$ cat config.mk
export PLATFORM = sky130hd
export DESIGN_NAME = sevseg_scan_sequencer
export DESIGN_NICKNAME = d
export VERILOG_FILES = /design/src/rtl/sevseg_scan_sequencer.sv
export SDC_FILE = /design/constraint.sdc
export NUM_CORES = 1
export LEC_CHECK = 0
export BUFFER_PORTS_ARGS = -buffer_cell sky130_fd_sc_hd__buf_2
export CORE_UTILIZATION = 43
export DETAILED_ROUTE_END_ITERATION = 7
export GPL_TIMING_DRIVEN = 0
export PLACE_DENSITY = 0.71
export SLEW_MARGIN = 15
export SYNTH_ARGS = -nofsm -noshare
export SYNTH_HDL_FRONTEND = slang
export SYNTH_SLANG_ARGS = --single-unit
$ cat constraint.sdc
create_clock -name i_clk -period 4.8 [get_ports i_clk]
set_input_delay 0.48 -clock i_clk [delete_from_list [all_inputs] [get_ports i_clk]]
set_output_delay 0.48 -clock i_clk [all_outputs]
set_load 0.02 [all_outputs]
$ cat src/rtl/sevseg_scan_sequencer.sv
`default_nettype none
// ============================================================================
//  Module      : sevseg_scan_sequencer
//  Description : Deterministic scan sequencer for an 8-digit multiplexed
//                seven-segment display. Each digit slot has a blank dead-time
//                sub-slot, 4-bit PWM brightness and leading-zero suppression.
//                Display inputs are shadowed once per frame.
//  Revision    : 1.0 - initial release
// ============================================================================
module sevseg_scan_sequencer #(
    parameter int SUB_CYCLES = 390,
    parameter int SUB_W      = $clog2(SUB_CYCLES + 1)
) (
    input  logic        i_clk,
    input  logic        i_rst_n,
    input  logic        i_en,
    input  logic [31:0] i_digits,
    input  logic [7:0]  i_enables,
    input  logic [7:0]  i_dp,
    input  logic [3:0]  i_bright,
    input  logic        i_lz_en,
    output logic [7:0]  o_an,
    output logic [6:0]  o_seg,
    output logic        o_dp,
    output logic        o_frame_start
);

    // Scan position: cycle within sub-slot, sub-slot within digit, digit.
    logic [SUB_W-1:0] sub_cnt;
    logic [3:0]       sub_idx;
    logic [2:0]       dig_idx;

    // Frame-atomic copies of the display registers. The leading-zero enable
    // is folded directly into lz_mask when the frame starts.
    logic [31:0] sh_digits;
    logic [7:0]  sh_enables;
    logic [7:0]  sh_dp;
    logic [3:0]  sh_bright;
    logic [7:0]  lz_mask;

    logic       sub_last;
    logic       frame_start_now;
    logic       lit;
    logic [3:0] cur_digit;

    // Hex digit to active-low segments, bit 6 = a ... bit 0 = g.
    function automatic logic [6:0] seg_decode(input logic [3:0] hex);
        case (hex)
            4'h0:    seg_decode = 7'b0000001;
            4'h1:    seg_decode = 7'b1001111;
            4'h2:    seg_decode = 7'b0010010;
            4'h3:    seg_decode = 7'b0000110;
            4'h4:    seg_decode = 7'b1001100;
            4'h5:    seg_decode = 7'b0100100;
            4'h6:    seg_decode = 7'b0100000;
            4'h7:    seg_decode = 7'b0001111;
            4'h8:    seg_decode = 7'b0000000;
            4'h9:    seg_decode = 7'b0001100;
            4'hA:    seg_decode = 7'b0001000;
            4'hB:    seg_decode = 7'b1100000;
            4'hC:    seg_decode = 7'b1110010;
            4'hD:    seg_decode = 7'b1000010;
            4'hE:    seg_decode = 7'b0110000;
            default: seg_decode = 7'b0111000;
        endcase
    endfunction

    // Visible-digit mask: walking down from digit 7, a digit stays blank
    // until a non-zero digit has been seen; digit 0 is always visible.
    function automatic logic [7:0] lz_visible(input logic [31:0] d, input logic lz_en);
        logic       seen;
        logic [7:0] vis;
        seen = 1'b0;
        vis  = 8'h00;
        for (int k = 7; k >= 0; k--) begin
            seen   = seen | (d[4*k +: 4] != 4'h0);
            vis[k] = !lz_en || seen || (k == 0);
        end
        return vis;
    endfunction

    // Scan position decode and lit qualification for the current cycle.
    always_comb begin
        sub_last        = (sub_cnt == SUB_W'(SUB_CYCLES - 1));
        frame_start_now = i_en && (sub_cnt == '0) && (sub_idx == 4'd0) && (dig_idx == 3'd0);
        cur_digit       = sh_digits[{dig_idx, 2'b00} +: 4];
        lit             = (sub_idx != 4'd0) && (sub_idx <= sh_bright)
                          && sh_enables[dig_idx] && lz_mask[dig_idx];
    end

    // Counters, frame shadowing and registered pin outputs.
    always_ff @(posedge i_clk) begin
        if (!i_rst_n) begin
            sub_cnt       <= '0;
            sub_idx       <= 4'd0;
            dig_idx       <= 3'd0;
            sh_digits     <= 32'h0;
            sh_enables    <= 8'h00;
            sh_dp         <= 8'h00;
            sh_bright     <= 4'd0;
            lz_mask       <= 8'h00;
            o_an          <= 8'hFF;
            o_seg         <= 7'h7F;
            o_dp          <= 1'b1;
            o_frame_start <= 1'b0;
        end else begin
            o_frame_start <= frame_start_now;
            if (!i_en) begin
                sub_cnt <= '0;
                sub_idx <= 4'd0;
                dig_idx <= 3'd0;
                o_an    <= 8'hFF;
                o_seg   <= 7'h7F;
                o_dp    <= 1'b1;
            end else begin
                if (frame_start_now) begin
                    sh_digits  <= i_digits;
                    sh_enables <= i_enables;
                    sh_dp      <= i_dp;
                    sh_bright  <= i_bright;
                    lz_mask    <= lz_visible(i_digits, i_lz_en);
                end
                if (lit) begin
                    o_an  <= ~(8'b1 << dig_idx);
                    o_seg <= seg_decode(cur_digit);
                    o_dp  <= ~sh_dp[dig_idx];
                end else begin
                    o_an  <= 8'hFF;
                    o_seg <= 7'h7F;
                    o_dp  <= 1'b1;
                end
                if (sub_last) begin
                    sub_cnt <= '0;
                    sub_idx <= sub_idx + 4'd1;
                    if (sub_idx == 4'hF) begin
                        dig_idx <= dig_idx + 3'd1;
                    end
                end else begin
                    sub_cnt <= sub_cnt + SUB_W'(1);
                end
            end
        end
    end

endmodule
`default_nettype wire

==> summary.md <==
| Metric | Value |
|---|---|
| Bufs on Longest Clock Path | 2 |
| Post-Syn Nets | 540 |
| Root Buffer | clkbuf_8 |
| Total power | around 1.6 mW |
| Total GRT Usage | 18.2% |
| Hold crit path type | input port to register |
| Vias per cell | 4.93 |
| Hold depth | 3 |
| Clock Skew | 0.00612 ns |
| FP Rows | 36 |
| Global-route wire length before repair | 15,600 um |
| Post-synth EDFFs | 0 |
| Tcrit/Tclk final | 60.0% |
| Max cap viols | 0 |
| Total die area | 10,800 um2 |
| Initial antenna violation count | 0 |
| Resized cells post-CTS | 0 |
| RSZ-0062 raised after global routing | no |
| Routability Congestion | 0.804 |
| Worst hold endpoint | sh_digits[3] |
| Area delta synth->final | 16.7% |
| Top post-synthesis cells by area | dfxtp_1, a21boi_2, nand2_1 |
| Post-DRT Antenna Nets | 0 |
| Number of global-route vias before repair | roughly 3,200 |
| Crit path max fanout | 10 |
| Starting Density | between 40% and 50% |
| # IOs | 73 |
| Global route overflow | 0 |
| WP data required | 5.03 ns |
| Clk pwr share | 36.4% |
| Reg2Reg Setup Slack | 1.92 ns |
| Hold buffers post-CTS | 0 |
| Fmax | roughly 0.35 GHz |
| Peak supply drop | 0.177 mV |
| Final count of pins violating max slew | 0 |
| Worst r2r src | dig_idx[0] |
| Commonest cells post-synth | nand2_1, dfxtp_1, a21boi_2, ha_1, nor2_1 |
| Tightest Pin Transition | 0.811 ns |
| Crit path time final | 2.88 ns |
| Clk_lat worst skew | 0.35 ns |
| Setup tns final | 0 ns |
| Via Count | 3,368 |
| DRC | 0 |
| DRT Pass-1 Iters | 4 |
| H-tree levels | 3 |
| Register bit count reported by yosys | 93 |
| CTS tree | yes |
| Sequential area share after synthesis | 41.5% |
| WS Path Type | register to register |
| Status | finished clean |
| Most common cell in the netlist | nand2_1 |
| P_leak | approximately 2.1 nW |
| Comb pwr share | about 12% |
| Clk slew on worst S/H paths | 0.09 ns |
| Setup crit end kind | register |
| Initial DRC count | 82 |
| Endpoints failing hold | 0 |
| Worst EP arrival | 3.11 ns |
| Layout cells sized above 1 | between 30% and 40% |
| Slew margin rel. | 45.5% |
| Post-synth top area share | 41.5% |
| Startpoint types | register |
| Filler cells | about 940 |
| Syn_area_per_cell | 9.69 um2 |
| Detail Placement HPWL | 7140 um |
| Post-Synthesis Cell Area | 4490 um2 |
| Avg WL per Cell | 13.6 um |
| Area leader, netlist | dfxtp_1 |
| Total core area | approximately 10000 um2 |
| Sequential share of power | 51.3% |
| WL final | between 9000 and 10,000 um |
| Synth cell types | 41 |
| PortBufs | roughly 70 |
| Die Ht | around 100 um |
| Cells after Synth | 463 |
| Synth async-reset ratio | 0% |
| Largest net degree at the start of global routing | 15 |
| PD cells | 307 nW/um2 |
| # clock sinks | between 90 and 100 |
| R2R cell count | 9 |
| Setup violators final | 0 |
| HP Start | i_digits[3] |
| Worst hold margin | 0.372 ns |
| TritonCTS Buffers | 9 |
| Synth warn | 0 |
| Sw Ratio | 23.9% |
| Psw | 383 uW |
| Antenna cells | 0 |
| Post-CTS Setup Bufs | 0 |
| Internal Power | 1.22 mW |
| Worst reg2reg path endpoint | o_seg[3] |
| Primary FF master, synth | dfxtp_1 |
| Nets | 622 |
| Die Wd | ~100 um |
layer usage:
| layer | track usage [%] | vias to the layer above | share of wire (%) |
|---|---|---|---|
| li1 | - | 1733 | - |
| met1 | 24.3 | 1561 | 47 |
| met2 | 29.3 | 64 | 48 |
| met3 | 3.13 | 10 | 3.8 |
| met4 | 6.94 | 0 | 1.3 |
| met5 | 0 | - | 0 |
worst max-delay path: stages (launching register included):
cell and delay [ns]:
dfxtp_1 0.44, buf_2 0.39, mux4_2 0.59, mux2i_1 0.50
inv_1 0.19, ha_1 0.27, inv_1 0.08, o21bai_1 0.08
mux2i_1 0.15, o21ai_1 0.07
how the worst max path moves through the flow:
stage | from | end | slack [ns]
final | dig_idx[0] | o_seg[3] | 1.92
after global placement | dig_idx[0] | o_seg[0] | 1.99
after detailed placement | dig_idx[0] | o_seg[3] | 1.91
after floorplan | dig_idx[0] | o_seg[0] | 2.34
after global routing | dig_idx[0] | o_seg[3] | 1.64
after CTS | dig_idx[0] | o_seg[3] | 1.91
placed cells by master (no fill, tap or decap), types with 4 or more instances in the layout:
cell type / synthesis / layout
nand2_1: 132 / 132
dfxtp_1: 93 / 93
buf_2: 4 / 75
a21boi_2: 52 / 52
nor2_1: 21 / 21
ha_1: 21 / 21
inv_1: 16 / 16
nand3_1: 16 / 16
mux4_2: 12 / 12
clkbuf_1: 9 / 11
mux2i_1: 11 / 11
buf_6: 11 / 11
clkbuf_8: 0 / 11
nor4_1: 7 / 7
xnor2_1: 6 / 6
xor2_1: 5 / 5
nand4_1: 4 / 4
o211a_1: 4 / 4
sequential cells by signal, indices dropped and copies added (netlist names):
signal         cells
sh_bright          4
o_frame_start      1
sh_enables         8
o_seg              7
sh_dp              8
o_an               8
dig_idx            3
sub_cnt            9
sh_digits         32
sub_idx            4
o_dp               1
lz_mask            8
through the flow:
stage / cells / utilization [%] / instance area, um2 / worst slack [ns]
floorplan: 463 / - / 4490 / 2.34
global placement: 667 / 50.3 / 5010 / 1.99
detailed placement: 667 / 50.3 / 5010 / 1.91
CTS: 683 / 52.6 / 5230 / 1.91
global route: 683 / 52.6 / 5230 / 1.64
finish: 683 / 52.6 / 5230 / 1.92
cells by family (layout without fill, tap and decap cells):
| group | Yosys count | count (layout) | synth area share (%) |
|---|---|---|---|
| AO/OA/AOI/OAI | 74 | 74 | 16.5 |
| XOR/XNOR | 11 | 11 | 2.15 |
| adder cells (fa/ha/maj) | 21 | 21 | 5.86 |
| buffers and inverters | 44 | 131 | 5.89 |
| flip-flops | 93 | 93 | 41.5 |
| multiplexers | 27 | 27 | 9.54 |
| AND/OR/NAND/NOR | 193 | 193 | 18.5 |
power by group through the flow:
| stage | sequential, mW | combinational [mW] | clock [mW] |
|---|---|---|---|
| 6_report | 0.824 | 0.197 | 0.585 |
| 3_3_place_gp | 0.840 | 0.192 | 0 |
| 3_5_place_dp | 0.842 | 0.198 | 0 |
| 5_1_grt | 0.828 | 0.219 | 0.631 |
| 4_1_cts | 0.823 | 0.198 | 0.596 |
| 2_1_floorplan | 0.836 | 0.140 | 0 |
final cells by class:
cell class              instances  area [um2]  share of cell area [%]
repair buffers                 71         355                    6.79
clock inverters                 3        67.6                    1.29
inverters                      16        60.1                    1.15
flip-flops and latches         93        1860                    35.6
plain buffers                  28         204                    3.90
well taps                     133         166                    3.18
multi-input cells             326        2360                    45.1
clock buffers                  13         159                    3.04
Note: power is estimated with default switching activity, not from simulation.
